## src/rtl/dsp_frame_accumulator.sv

```systemverilog
// Frame accumulator for the DSP multiply-add result stream: sums FRAME_LEN samples,
// rounds half-up, shifts, saturates to OUT_W bits and presents the result on valid/ready.
module dsp_frame_accumulator #(
    parameter int SIZEIN    = 16,
    parameter int FRAME_LEN = 8,
    parameter int SHIFT     = 4,
    parameter int OUT_W     = 16
) (
    input  logic                           clk,
    input  logic                           rst,
    input  logic                           ce,
    input  logic signed [2*SIZEIN:0]       in_data,
    input  logic                           in_valid,
    output logic                           in_ready,
    input  logic                           flush,
    output logic signed [OUT_W-1:0]        out_data,
    output logic                           out_sat,
    output logic                           out_valid,
    input  logic                           out_ready,
    output logic [$clog2(FRAME_LEN)-1:0]   frame_cnt
);

    localparam int IN_W  = 2*SIZEIN+1;
    localparam int CNT_W = $clog2(FRAME_LEN);
    localparam int ACC_W = IN_W + CNT_W;

    localparam logic [CNT_W-1:0] LAST_CNT = CNT_W'(FRAME_LEN-1);
    localparam logic signed [ACC_W:0] RND_V = ((ACC_W+1)'(1) << SHIFT) >> 1;
    localparam logic signed [ACC_W:0] MAX_V = {{(ACC_W-OUT_W+2){1'b0}}, {(OUT_W-1){1'b1}}};
    localparam logic signed [ACC_W:0] MIN_V = ~MAX_V;

    logic signed [ACC_W-1:0] acc_reg, acc_next;
    logic [CNT_W-1:0]        cnt_reg, cnt_next;
    logic signed [OUT_W-1:0] out_data_reg, out_data_next;
    logic                    out_sat_reg, out_sat_next;
    logic                    out_valid_reg, out_valid_next;

    logic                    in_xfer, out_xfer, start_new, frame_done;
    logic signed [ACC_W-1:0] in_ext, sum;
    logic signed [ACC_W:0]   rnd_sum, rnd_shift;

    assign in_ready  = !out_valid_reg || out_ready;
    assign in_xfer   = ce && in_valid && in_ready;
    assign out_xfer  = ce && out_valid_reg && out_ready;

    // A flush with a coincident sample restarts the frame at that sample.
    assign start_new  = flush || (cnt_reg == '0);
    assign frame_done = in_xfer && !flush && (cnt_reg == LAST_CNT);

    assign in_ext    = {{CNT_W{in_data[IN_W-1]}}, in_data};
    assign sum       = start_new ? in_ext : acc_reg + in_ext;
    // One extra bit so the rounding constant cannot overflow the full-scale sum.
    assign rnd_sum   = {sum[ACC_W-1], sum} + RND_V;
    assign rnd_shift = rnd_sum >>> SHIFT;

    always_comb begin
        acc_next       = acc_reg;
        cnt_next       = cnt_reg;
        out_data_next  = out_data_reg;
        out_sat_next   = out_sat_reg;
        out_valid_next = out_valid_reg;

        if (in_xfer) begin
            acc_next = sum;
            if (flush)
                cnt_next = CNT_W'(1);
            else if (cnt_reg == LAST_CNT)
                cnt_next = '0;
            else
                cnt_next = cnt_reg + CNT_W'(1);
        end else if (flush) begin
            cnt_next = '0;
        end

        if (frame_done) begin
            out_valid_next = 1'b1;
            if (rnd_shift > MAX_V) begin
                out_data_next = MAX_V[OUT_W-1:0];
                out_sat_next  = 1'b1;
            end else if (rnd_shift < MIN_V) begin
                out_data_next = MIN_V[OUT_W-1:0];
                out_sat_next  = 1'b1;
            end else begin
                out_data_next = rnd_shift[OUT_W-1:0];
                out_sat_next  = 1'b0;
            end
        end else if (out_xfer) begin
            out_valid_next = 1'b0;
        end
    end

    always_ff @(posedge clk) begin
        if (rst) begin
            acc_reg       <= '0;
            cnt_reg       <= '0;
            out_data_reg  <= '0;
            out_sat_reg   <= 1'b0;
            out_valid_reg <= 1'b0;
        end else if (ce) begin
            acc_reg       <= acc_next;
            cnt_reg       <= cnt_next;
            out_data_reg  <= out_data_next;
            out_sat_reg   <= out_sat_next;
            out_valid_reg <= out_valid_next;
        end
    end

    assign out_data  = out_data_reg;
    assign out_sat   = out_sat_reg;
    assign out_valid = out_valid_reg;
    assign frame_cnt = cnt_reg;

endmodule

```

## config.mk

```make
export PLATFORM = sky130hd
export DESIGN_NAME = dsp_frame_accumulator
export DESIGN_NICKNAME = d
export VERILOG_FILES = /design/src/rtl/dsp_frame_accumulator.sv
export SDC_FILE = /design/constraint.sdc
export NUM_CORES = 1
export LEC_CHECK = 0
export BUFFER_PORTS_ARGS = -buffer_cell sky130_fd_sc_hd__buf_2
export CAP_MARGIN = 20
export CORE_ASPECT_RATIO = 1.25
export CORE_MARGIN = 5
export CORE_UTILIZATION = 58
export DETAILED_ROUTE_END_ITERATION = 8
export PLACE_DENSITY = 0.86
export SETUP_SLACK_MARGIN = 0.4
export SLEW_MARGIN = 20
export SYNTH_ARGS = -nofsm -noshare
export SYNTH_HDL_FRONTEND = slang
export SYNTH_SLANG_ARGS = --single-unit
```

## constraint.sdc

```tcl
create_clock -name clk -period 9.9 [get_ports clk]
set_input_delay 1.485 -clock clk [delete_from_list [all_inputs] [get_ports clk]]
set_output_delay 1.485 -clock clk [all_outputs]
set_load 0.005 [all_outputs]
```

[Word-level counts from Yosys, hierarchy flattened]
Index checks and enable logic that the tools add are counted.
Storage, ports and cells
  output and inout bits: 22
  input bits: 39
  bits in registers: 57
  logic and storage cells: 39
Operators by class
  order comparisons: 2
  equality and inequality tests: 1
  add/subtract/negate cells: 3
  reductions and logical operators: 17
  multiplexer cells: 11
Operator list (count)
  36-bit by 5-bit adder with 37-bit output (second input constant): 1
  36-bit by 33-bit adder with 36-bit output: 1
  36-bit 2-to-1 mux: 1
  33-bit by 16-bit greater-than comparator with 1-bit output (second input constant): 1
  33-bit by 16-bit less-than comparator with 1-bit output (second input constant): 1
  16-bit 2-to-1 mux: 2
  3-bit 2-to-1 mux: 4
  2-bit AND reduction: 4
  1-bit logical AND: 6
  1-bit 2-to-1 mux: 4
  2-bit nonzero test: 2
  3-bit by 1-bit adder with 3-bit output (second input constant): 1
  3-bit equality test (second input constant): 1
  3-bit zero test: 1
  1-bit zero test: 2
  1-bit logical OR: 2

[Logic depth before layout (Yosys ltp)]
  word-level depth: 7
  mapped depth: 21
  gate-level depth less buffers: 19

[Worst setup path before layout]
Ideal clock, no wire load.
  kind: input port to flip-flop
  start point: in in_data[1]
  end point: reg out_data_reg[0], in the netlist out_data[0]
  path buffers: 1
  path slack: 4.280 ns
  data arrival time: 5.541 ns
  required time: 9.820 ns
  stages: 16
  cell sequence: ha_1 > a211o_1 > a221oi_4 > o21ai_1 > a221o_1 > xnor2_1 > a211oi_2 > nand4_2 > or4_1 > o31ai_1 > a21oi_1 > or4_4 > nor4_4 > buf_6 > o21ai_1 > a211oi_2
Between the ends
  word-level cells in the longest chain between the ends: 6
Ends and longest elaborated chain
  from (decl): RTL line 12  | input logic signed [2*SIZEIN:0] in_data,
  36-bit by 33-bit adder with 36-bit output: RTL line 51  | assign sum = start_new ? in_ext : acc_reg + in_ext;
  36-bit 2-to-1 mux *: RTL line 51
  36-bit by 5-bit adder with 37-bit output *: RTL line 53  | assign rnd_sum = {sum[ACC_W-1], sum} + RND_V;
  33-bit by 16-bit less-than comparator with 1-bit output: RTL line 80  | end else if (rnd_shift < MIN_V) begin
  16-bit 2-to-1 mux: RTL line 80
  16-bit 2-to-1 mux *: RTL line 77  | if (rnd_shift > MAX_V) begin
  to (signal assigned): RTL line 102  | out_data_reg <= out_data_next;
  to (decl): RTL line 34  | logic signed [OUT_W-1:0] out_data_reg, out_data_next;
Mark *: on every way between the ends. The rest lies on a longest branch, timed or not.
A chain may end at the register's enable or synchronous reset.

[Final worst setup path]
  start point: in in_data[9]
  end point: reg out_data_reg[8], in the netlist out_data[8]
The elaborated chain is that of the path after synthesis.

==> metrics.cfg <==
[cts]
clock-sinks=57
cts_buffer_depth=2
cts_resized=0
cts_hold_buf=0
cts_tree=built
cts_setup_buffers=0
numCtsBuffers=9
clock_latency_ps=350
cts_root_buf=clkbuf_16
path_clk_slew_ps=60
h-tree-depth=3

[power_and_ir_drop]
power_frac_seq_pct=29.3
p_leak_uw=0.00261
p_sw_share_pct=36.7
ir_drop_mv=0.101
p_int_uw=531
power_uw=839
power.switching_uw=308
p_per_area_nw_per_um2=125
pwr-share-comb_pct=32.4
clkPwrFrac_pct=38.2

[drt]
drc=0
ant_nets=0
drt_iter0_markers=648
first_pass_iters=6
vias=6633
routed_wl_microns=18300
wire_per_inst_microns=18.6
vias_per_cell=6.73

[placement]
placed_area_sq_um=6380
post-dp-hpwl_microns=12900
port_buffers=60
gp_congestion=1.05
dp_cells=970

[final_layout]
regArea_sq_um=1140
nets=929
layout_common_cells=115 x nor2_1, 71 x nand2_1, 60 x buf_2
area_delta_synth_final_pct=9.42
multi_input_comb_area_sq_um=4690
drive_gt1_share_pct=14.4
largest_register_ff_count=36
n_fill_cell=900
fin_cells=986
final_common_cell=nor2_1
fin_area_sq_um=6690
num_antenna_cells=0

[floorplan]
pin_count=61
dieWidth_microns=102
floorplan.core_area_sq_um=10500
rows=42
die_area_sq_um=12700
initial_utilization_pct=58.4
dieHeight_microns=125

[sta]
slew_headroom_pct=28.9
slew_violations=0
period_minus_slack_ps=6490
hold_viol=0
tightest_slew_ps=1070
rsz0062_at_grt=false
finalClockSkew_ps=7.79
hold_ws_ps=472
finalSetupViolCount=0
setup_tns_ps=0
fin_crit_sh_pct=65.5
fmax_ghz=0.154

[synthesis]
ys_ff_latch=57
synth_area_leader_cell=dfxtp_1
syn-instance-count=826
async_flop_share_pct=0
ys_warn_count=0
ys.flop_type=dfxtp_1
synth_area_sq_um=6110
synth_top_area_share_pct=18.7
avgSynthCellArea_sq_um=7.40
synth_nets=905
synthTopCellsByArea=dfxtp_1 19%, ha_1 8.0%, nor2_1 7.1%
synth_sequential_area_ratio_pct=18.7
synth_edf_count=0
ys_types=90

[hold_path]
min_path_type=register to register
min-delay-start=acc_reg[8]

[job]
cap_violations=0

[global_route]
grt_pass1_wl_microns=29900
gr-usage-all-layers_pct=28.6
grt_max_degree=64
first_global_vias=6081
antenna_found_initial=0
grt_remaining_overflow=0

[worst_setup_path]
path_class=primary input to register
cp-end-kind=register
cp-start-kind=primary input
cp_max_fo=16
critPathLaunch=in_data[9]
cp.required_ps=10080
cp.arrival_ps=6660
r2r_start=frame_cnt[0]

[outcome]
outcome=finished clean

## through the flow
step / worst slack (ps) / utilization, %
6_report: 3410 / 63.9
5_1_grt: 3080 / 63.9
4_1_cts: 3560 / 63.8
3_5_place_dp: 3290 / 61.0
3_3_place_gp: 3430 / 61.0
2_1_floorplan: 4280 / -
## area by class of cell
class,instances,share of cell area [%]
repair buffers,64,5.05
well taps,132,2.47
multi-input cells,702,70.1
inverters,16,0.898
flip-flops and latches,57,17.1
clock inverters,6,1.05
clock buffers,9,3.37
## power groups by stage
| stage | combinational, uW | sequential (uW) | clock [uW] |
|---|---|---|---|
| CTS | 263 | 246 | 322 |
| detailed placement | 260 | 251 | 0 |
| finish | 272 | 246 | 321 |
| global route | 296 | 247 | 333 |
| global placement | 257 | 251 | 0 |
| floorplan | 201 | 249 | 0 |
## synthesized netlist by cell type, types with 5 or more instances
| library cell | n |
|---|---|
| ha_1 | 39 |
| a21o_1 | 8 |
| mux2i_1 | 12 |
| buf_2 | 13 |
| o211a_1 | 8 |
| nor2_1 | 115 |
| dfxtp_1 | 57 |
| nand3_1 | 30 |
| nor2b_1 | 6 |
| xnor2_1 | 22 |
| nand2_1 | 71 |
| clkbuf_1 | 30 |
| nor4_1 | 5 |
| a211oi_2 | 12 |
| xor2_1 | 12 |
| and2_1 | 10 |
| a211oi_1 | 35 |
| nor3_1 | 25 |
| a31oi_1 | 7 |
| nor3b_1 | 5 |
| a21oi_1 | 58 |
| inv_1 | 16 |
| o21ai_0 | 35 |
| nand2b_1 | 9 |
| nand4_1 | 19 |
| o21a_1 | 11 |
| and3_1 | 15 |
| or3_1 | 12 |
| o21ai_1 | 13 |
## layer usage
| metal | vias to the layer above | global-route usage [%] | wire length (microns) |
|---|---|---|---|
| met4 | 0 | 12.6 | 755 |
| met5 | - | 0 | 0 |
| met1 | 3040 | 38.3 | 7700 |
| met3 | 74 | 6.78 | 1600 |
| li1 | 3167 | - | - |
| met2 | 352 | 43.4 | 8250 |
## critical path, stage by stage
cell      delay (ps)
buf_2            120
ha_1             460
nand2_1          210
a21o_1           240
a211oi_1         620
a21oi_1          230
o21ai_0          320
mux2_2           400
and2_1           210
nor3_1           470
nand3_1          180
xor2_1           230
nor4_1           380
a31oi_1          160
o221ai_2         760
a211oi_1         180
## cell families (layout without fill, tap and decap cells)
| group | Yosys count | in the layout | synth area share (%) |
|---|---|---|---|
| simple gates | 351 | 351 | 28.9 |
| compound gates | 262 | 262 | 31.9 |
| buf+inv | 67 | 95 | 4.65 |
| flops | 57 | 57 | 18.7 |
| fa+ha+maj | 40 | 40 | 8.31 |
| xor+xnor | 34 | 34 | 4.87 |
| mux | 15 | 15 | 2.70 |
## worst paths after layout
check	end	slack [ps]	depth (start not counted)
hold / removal	acc_reg[8]	470	2
setup / recovery	out_data[8]	3410	16
hold reg to reg	acc_reg[8]	470	2
setup reg to reg	out_data[8]	4330	17
Power figures use the tool's default switching activity.
